`config.mk`:
```
export PLATFORM = sky130hd
export DESIGN_NAME = rxn_stimulus
export DESIGN_NICKNAME = d
export VERILOG_FILES = /design/src/rtl/rxn_pkg.sv /design/src/rtl/lfsr16.sv /design/src/rtl/rxn_stimulus.sv
export SDC_FILE = /design/constraint.sdc
export NUM_CORES = 1
export LEC_CHECK = 0
export ABC_AREA = 1
export BUFFER_PORTS_ARGS = -buffer_cell sky130_fd_sc_hd__buf_4
export CORE_MARGIN = 4
export CORE_UTILIZATION = 56
export CTS_CLUSTER_DIAMETER = 120
export DETAILED_ROUTE_END_ITERATION = 16
export GPL_TIMING_DRIVEN = 1
export PLACE_DENSITY = 0.79
export SLEW_MARGIN = 10
export SYNTH_ARGS = -nofsm -noshare
export SYNTH_HDL_FRONTEND = slang
export SYNTH_SLANG_ARGS = --single-unit
```
`constraint.sdc`:
```
create_clock -name clk -period 2.3 [get_ports clk]
set_input_delay 0.46 -clock clk [delete_from_list [all_inputs] [get_ports clk]]
set_output_delay 0.46 -clock clk [all_outputs]
set_load 0.01 [all_outputs]
```
`src/rtl/rxn_pkg.sv`:
```
// rtl/rxn_pkg.sv - shared types and LFSR constants for the reaction-time stimulus block
package rxn_pkg;

  typedef enum logic [2:0] {
    IDLE,
    DELAY,
    PROMPT,
    WAIT_DONE,
    CAPTURE,
    FAULT
  } rxn_state_e;

  typedef logic [31:0] rxn_time_t;

  localparam logic [15:0] LFSR_SEED = 16'hACE1;
  localparam logic [15:0] LFSR_TAPS = 16'hB400;

endpackage

```
`src/rtl/lfsr16.sv`:
```
// rtl/lfsr16.sv - free-running 16-bit right-shifting Galois LFSR
module lfsr16
  import rxn_pkg::*;
(
  input  logic        clk,
  input  logic        rst_n,
  output logic [15:0] q
);

  logic [15:0] lfsr_q, lfsr_d;

  always_comb begin
    lfsr_d = lfsr_q >> 1;
    if (lfsr_q[0]) lfsr_d = (lfsr_q >> 1) ^ LFSR_TAPS;
  end

  always_ff @(posedge clk or negedge rst_n) begin
    if (!rst_n) lfsr_q <= LFSR_SEED;
    else        lfsr_q <= lfsr_d;
  end

  assign q = lfsr_q;

endmodule

```
`src/rtl/rxn_stimulus.sv`:
```
// rtl/rxn_stimulus.sv - reaction-time game sequencer: random delay, prompt, timer start/stop, capture
// Optional false-start detection enabled by defining RXN_FALSE_START_EN.
module rxn_stimulus
  import rxn_pkg::*;
#(
  parameter int unsigned MIN_DELAY = 50_000_000,
  parameter int          RAND_BITS = 26
) (
  input  logic        clk,
  input  logic        rst_n,
  input  logic        arm,
  input  logic        btn,
  input  logic        rxn_done,
  input  logic [31:0] rxn_time,
  output logic        start,
  output logic        stop,
  output logic        led,
  output logic        busy,
  output logic        false_start,
  output logic        result_valid,
  output logic [31:0] result
);

  // Only 16 LFSR bits exist; wider RAND_BITS settings saturate there.
  localparam int          RB_EFF    = (RAND_BITS > 16) ? 16 : RAND_BITS;
  localparam logic [15:0] RAND_MASK = 16'((32'd1 << RB_EFF) - 32'd1);

  if (RAND_BITS < 1 || RAND_BITS > 26) begin : g_bad_rand_bits
    $error("rxn_stimulus: RAND_BITS must be in 1..26");
  end
  if (64'(MIN_DELAY) + 64'(RAND_MASK) > 64'hFFFF_FFFF) begin : g_bad_delay
    $error("rxn_stimulus: MIN_DELAY plus random addend overflows 32 bits");
  end

  rxn_state_e  state_q, state_d;
  rxn_time_t   cnt_q, cnt_d;
  rxn_time_t   result_q, result_d;
  logic        arm_q, btn_q;
  logic        start_q, start_d;
  logic        stop_q, stop_d;
  logic        valid_q, valid_d;
  logic [15:0] lfsr;
  logic        arm_edge, btn_edge;
  rxn_time_t   reload;

  lfsr16 u_lfsr (
    .clk   (clk),
    .rst_n (rst_n),
    .q     (lfsr)
  );

  assign arm_edge = arm & ~arm_q;
  assign btn_edge = btn & ~btn_q;
  assign reload   = rxn_time_t'(MIN_DELAY) + {16'd0, lfsr & RAND_MASK};

`ifdef RXN_FALSE_START_EN
  logic fs_q, fs_d;
`endif

  always_comb begin
    state_d  = state_q;
    cnt_d    = cnt_q;
    result_d = result_q;
    start_d  = 1'b0;
    stop_d   = 1'b0;
    valid_d  = 1'b0;
`ifdef RXN_FALSE_START_EN
    fs_d     = fs_q;
`endif
    case (state_q)
      IDLE: begin
        if (arm_edge) begin
          cnt_d   = reload;
          state_d = DELAY;
        end
      end
      DELAY: begin
`ifdef RXN_FALSE_START_EN
        // A premature press wins even on the cycle the delay expires.
        if (btn_edge) begin
          fs_d    = 1'b1;
          state_d = FAULT;
        end else
`endif
        if (cnt_q == '0) begin
          start_d = 1'b1;
          state_d = PROMPT;
        end else begin
          cnt_d = cnt_q - 32'd1;
        end
      end
      PROMPT: begin
        if (btn_edge) begin
          stop_d  = 1'b1;
          state_d = WAIT_DONE;
        end
      end
      WAIT_DONE: begin
        if (rxn_done) state_d = CAPTURE;
      end
      CAPTURE: begin
        result_d = rxn_time;
        valid_d  = 1'b1;
        state_d  = IDLE;
      end
`ifdef RXN_FALSE_START_EN
      FAULT: begin
        if (arm_edge) begin
          fs_d    = 1'b0;
          cnt_d   = reload;
          state_d = DELAY;
        end
      end
`endif
      default: state_d = IDLE;
    endcase
  end

  always_ff @(posedge clk or negedge rst_n) begin
    if (!rst_n) begin
      state_q  <= IDLE;
      cnt_q    <= '0;
      result_q <= '0;
      arm_q    <= 1'b0;
      btn_q    <= 1'b0;
      start_q  <= 1'b0;
      stop_q   <= 1'b0;
      valid_q  <= 1'b0;
    end else begin
      state_q  <= state_d;
      cnt_q    <= cnt_d;
      result_q <= result_d;
      arm_q    <= arm;
      btn_q    <= btn;
      start_q  <= start_d;
      stop_q   <= stop_d;
      valid_q  <= valid_d;
    end
  end

`ifdef RXN_FALSE_START_EN
  always_ff @(posedge clk or negedge rst_n) begin
    if (!rst_n) fs_q <= 1'b0;
    else        fs_q <= fs_d;
  end
  assign false_start = fs_q;
`else
  assign false_start = 1'b0;
`endif

  // Pulses are registered so start rises together with the prompt LED.
  assign start        = start_q;
  assign stop         = stop_q;
  assign result_valid = valid_q;
  assign result       = result_q;
  assign led          = (state_q == PROMPT);
  assign busy         = (state_q != IDLE);

endmodule

```
Word level (Yosys, flattened, before mapping)
Cells that the tools add are included.
Operators by class
  add/subtract/negate cells: 2
  eq/ne operators: 9
  muxes and demuxes: 14
  bitwise operators: 5
  reductions and logical operators: 6
Operators by type and width (number)
  32-bit 2-to-1 mux: 2
  32-bit one-hot mux with 2 select lines: 1
  32-bit zero test: 1
  32-bit by 1-bit subtractor with 32-bit output (second input constant): 1
  26-bit by 16-bit adder with 27-bit output (first input constant): 1
  16-bit 2-to-1 mux: 1
  3-bit 2-to-1 mux: 4
  3-bit one-hot mux with 4 select lines: 1
  2-bit != test (second input constant): 4
  3-bit by 2-bit == test with 1-bit output (second input constant): 2
  1-bit 2-to-1 mux: 5
  3-bit NOT with 4-bit output: 1
  4-bit AND reduction: 1
  3-bit by 1-bit == test with 1-bit output (second input constant): 1
  3-bit == test (second input constant): 1
  3-bit zero test: 1
  3-bit AND reduction: 1
  3-bit nonzero test: 1
  1-bit AND: 2
  2-bit by 1-bit != test with 1-bit output (second input constant): 1
  1-bit NOT: 2
  2-bit nonzero test: 1
Word-level totals
  flip-flop bits (word level): 88
  input bits: 37
  output and inout bits: 38

Longest topological paths before layout
  depth after elaboration: 4
  gate-level depth with buffers: 11
  depth with buffers taken out: 11

Modules after synthesis
A second synthesis with hierarchy kept.
Unflattened totals
  cells, all modules: 661
  area, all modules: 4892.2 sq um
Modules (own cells, without submodules)
  rxn_stimulus: times used 1, cells each 619, area each 4335.4 sq um, sequential area each 1801.7 sq um
  lfsr16: times used 1, cells each 42, area each 556.8 sq um, sequential area each 410.4 sq um

Worst setup path before layout
Ideal clock, no wire load.
  path kind: reg-to-reg
  start point: register cnt_q[0]
  end point: register cnt_q[7]
  arrival: 1.717 ns
  required time: 2.181 ns
  setup slack: 0.464 ns
  stages on the path, launching flop included: 12
  path buffers: 2
  clock period less this slack: 1.836 ns
  cells stage by stage: dfrtp_1 -> inv_1 -> ha_1 -> nand2_2 -> nor2_8 -> nand2_4 -> o21ai_4 -> nand2_2 -> buf_6 -> buf_6 -> o21ai_2 -> nand2_1
Between the ends
  cells in the longest elaborated chain, start to end: 3
  elaborated cells on any way between the ends: 6
  those cells by class: add/sub (1); eq/ne (1); mux (2); reduce/logical (2)
Ends and longest elaborated chain
  from (decl): line rxn_stimulus.sv:36  | rxn_time_t cnt_q, cnt_d;
  from (signal assigned): line rxn_stimulus.sv:131  | cnt_q <= cnt_d;
  32-bit by 1-bit subtractor with 32-bit output or 32-bit zero test (tied branches): line rxn_stimulus.sv:89, rxn_stimulus.sv:85
  32-bit 2-to-1 mux or 2-bit != test (tied branches)
  32-bit one-hot mux with 2 select lines or 3-bit AND reduction (tied branches)
Several ways; a longest one is shown, not always the timed one. The select of a mux whose other input is x is not followed.
A chain may end at the register's enable or synchronous reset.

Worst setup path in the final report
  start point: register cnt_q[0]
  end point: register cnt_q[0]
Same word-level chain as after synthesis.

==> load_flow_metrics.sql <==
INSERT INTO impl_metrics (metric_group, metric, value, unit) VALUES
('global_route', 'grt_most_used_layer', 'met2', ''),
('worst_setup_path', 'critical_path.endpoint', 'cnt_q[0]', ''),
('route', 'first_drt_iteration_drcs', '198', ''),
('route', 'avgRoutedWirePerCell', '13.87', 'um'),
('timing', 'fin_hold_ws', '7.050', 'ps'),
('power', 'worst_ir_drop_vdd', '0.6435', 'mV'),
('global_route', 'via_count_of_the_first_global_routing_pass', '4026', ''),
('floorplanning', 'initial_core_util', '58.02', '%'),
('clocking', 'post-cts-setup-buffers', '0', ''),
('global_route', 'grt_use_total', '23.48', '%'),
('timing', 'final.setup.worst_slack', '253.9', 'ps'),
('clocking', 'clock_sink_count', '88', ''),
('yosys', 'netlist_area', '0.004507', 'mm2'),
('floorplanning', 'core_region_area', '0.007767', 'mm2'),
('yosys', 'ys.warnings.count', '0', ''),
('timing', 'fin_worst_skew', '6.771', 'ps'),
('yosys', 'postSynthAreaPerCell', '7.524', 'um2'),
('clocking', 'clkLatencyLatePin', '360', 'ps'),
('worst_setup_path', 'crit-reg2reg-capture', 'cnt_q[0]', ''),
('yosys', 'synth.net_count', '638', ''),
('worst_setup_path', 'worst-endpoint-arrival', '2290', 'ps'),
('yosys', 'synth_top_area_cell', 'dfrtp_1', ''),
('floorplanning', 'die_area', '0.009547', 'mm2'),
('route', 'routed-via-count', '4119', ''),
('global_route', 'met3_usage', '7.394', '%'),
('timing', 'report.final.hold_viol_count', '0', ''),
('route', 'routed_wl', '10830', 'um'),
('global_route', 'global_route.overflow_total', '0', ''),
('clocking', 'cts_buffer_count', '9', ''),
('worst_setup_path', 'critPathKind', 'flip-flop to flip-flop', ''),
('place', 'routability_congestion', '0.9371', ''),
('floorplanning', 'fp.dieH', '97.71', 'um'),
('place', 'place.port_buffers', '73', ''),
('yosys', 'synth_area_leaders', 'dfrtp_1 44%, nand2_1 20%, nor2_1 6.5%', ''),
('clocking', 'clock_tree.buffer_depth', '2', ''),
('floorplanning', 'rows', '32', ''),
('worst_setup_path', 'worst_path_most_repeated_cell', 'nand2_4', ''),
('worst_setup_path', 'slowest_delay', '400', 'ps'),
('timing', 'timing_max_transition_violations_final', '0', ''),
('power', 'cellPowerDensity', '1279', 'mW/mm2'),
('cells_and_area', 'share_of_final_layout_standard_cells_stronger_than_drive_strength_1', '18.11', '%'),
('clocking', 'h-tree-depth', '3', ''),
('power', 'power_leakage', '0.002772', 'uW'),
('timing', 'fin_tns_setup', '0', 'ps'),
('timing', 'fmax', '488.7', 'MHz'),
('yosys', 'synth_seq_area_share', '49.08', '%'),
('outcome', 'run_status', 'finished, final reports clean', ''),
('worst_setup_path', 'worstRegToRegCells', '9', ''),
('place', 'pre_cts_ws', '85.07', 'ps'),
('place', 'hpwl', '7708', 'um'),
('clocking', 'tritoncts', 'done', ''),
('worst_setup_path', 'origin_of_the_critical_flop_to_flop_path', 'cnt_q[0]', ''),
('global_route', 'global_route.usage.met1', '30.37', '%'),
('cells_and_area', 'finish.net_count', '713', ''),
('floorplanning', 'io_pins', '75', ''),
('cells_and_area', 'final_core_util', '69.36', '%'),
('job', 'maxCapViolations', '0', ''),
('timing', 'min_period', '2046', 'ps'),
('global_route', 'antenna_found_initial', '0', ''),
('global_route', 'grt_max_degree', '38', ''),
('worst_setup_path', 'timing.critical_path.cells', 'inv_1 > ha_1 > nand2_2 > nor2_8 > nand2_4 > o21ai_4 > nand2_4 > nand2_1 > o21ai_2', ''),
('timing', 'setup_violations', '0', ''),
('worst_setup_path', 'critical_path_required', '2540', 'ps'),
('timing', 'final_min_period_over_clock_period', '88.96', '%'),
('timing', 'setup_repair_after_global_routing_missed_its_margin', 'no', ''),
('worst_setup_path', 'worst_setup_path_start_kind', 'flip-flop', ''),
('clocking', 'clkTransAtPathRegs', '90', 'ps'),
('cells_and_area', 'antenna-diode-count', '0', ''),
('yosys', 'synthCells', '599', ''),
('route', 'antenna_violating_nets_post_route', '0', ''),
('worst_setup_path', 'worstPathMaxFanout', '29', '');
## report_power, final
part / total (uW) / switching, uW / leakage (uW) / internal, uW
clock network: 1200 / 576 / 0.000108 / 620
registers: 2410 / 381 / 0.00107 / 2030
logic: 3280 / 2060 / 0.00159 / 1220
total: 6890 / 3020 / 0.00277 / 3870
## synth_stat cells (all sizes together)
cell type / number
nand3: 38
nand2: 243
o211ai: 1
inv: 47
conb: 1
nand4: 7
buf: 9
nand3b: 6
xor2: 5
o21ai: 40
ha: 2
mux2i: 1
clkbuf: 7
nor3: 3
o21bai: 2
xnor2: 4
a21oi: 6
nor4: 1
o31ai: 1
dfstp: 8
nor3b: 1
dfrtp: 80
nor2: 86
## per-stage QoR
step / cells / cell area, um2 / power, uW
after global placement: 765 / 5162 / 5566
after floorplan: 599 / 4507 / 4546
final: 781 / 5388 / 6892
after CTS: 781 / 5383 / 6897
after detailed placement: 765 / 5162 / 5684
after global routing: 781 / 5388 / 7449
## critical path, delay by kind of cell (launching register included)
family	cells	cell delay, ps
and+or+nand+nor	5	830
AOI/OAI and AO/OA	2	290
buffers and inverters	1	130
DFF	1	400
adders and majority gates	1	290
## what timing repair did
action                     in CTS  in global routing
setup endpoints to repair       0                 18
resized for setup               0                  1
hold endpoints to repair        0                  0
## flip-flops by register name, indices dropped and copies added, names as in the netlist
register and cells:
arm_q 1, btn_q 1, cnt_q 32, result 32
result_valid 1, start 1, state_q 3, stop 1
u_lfsr.q 16
## metal layers
metal  routed length, um  up-vias
met4                 145        0
met2                5156      135
met1                4670     1948
li1                    -     2021
met5                   0        -
met3                 860       15
## kinds of logic (layout without fill, tap and decap cells)
kind of cell / after synthesis / in the layout / synth area share (%)
and+or+nand+nor: 385 / 385 / 35.87
buffers and inverters: 63 / 143 / 6.080
DFF: 88 / 88 / 49.08
other: 1 / 1 / 0.08321
xor gates and xnor gates: 9 / 9 / 1.749
muxes: 1 / 1 / 0.2221
adders and majority gates: 2 / 2 / 0.5552
AOI/OAI and AO/OA: 50 / 50 / 6.358
## worst min-delay path by stage
stage,depth (start not counted),to,startpoint
after CTS,1,cnt_q[27],rst_n
after global routing,1,cnt_q[27],rst_n
after global placement,0,u_lfsr.q[5],u_lfsr.q[6]
final,1,start,rst_n
after floorplan,0,arm_q,rst_n
after detailed placement,0,u_lfsr.q[0],u_lfsr.q[1]
## layout make-up
class | instances | area [um2] | share of cell area (%)
Tap cell | 102 | 127.6 | 2.369
Sequential cell | 88 | 2212 | 41.06
Clock inverter | 6 | 92.59 | 1.719
Multi-Input combinational cell | 448 | 2026 | 37.60
Inverter | 47 | 176.4 | 3.274
Clock buffer | 10 | 127.6 | 2.369
Timing Repair Buffer | 80 | 625.6 | 11.61
## layout by cell type (no fill, tap or decap), types with 2 or more instances in the layout
cell type and instances:
a21oi_1 6, buf_12 2, buf_4 78, bufinv_16 2
clkbuf_8 9, dfrtp_1 80, dfstp_2 8, ha_1 2
inv_1 46, nand2_1 239, nand2_2 2, nand2_4 2
nand3_1 37, nand3b_1 6, nand4_1 7, nor2_1 78
nor2_2 4, nor2_4 3, nor3_1 2, o21ai_0 19
o21ai_1 16, o21ai_2 4, o21bai_1 2, xnor2_1 4
xor2_1 5
No activity file was read; power rests on OpenSTA's default activity.
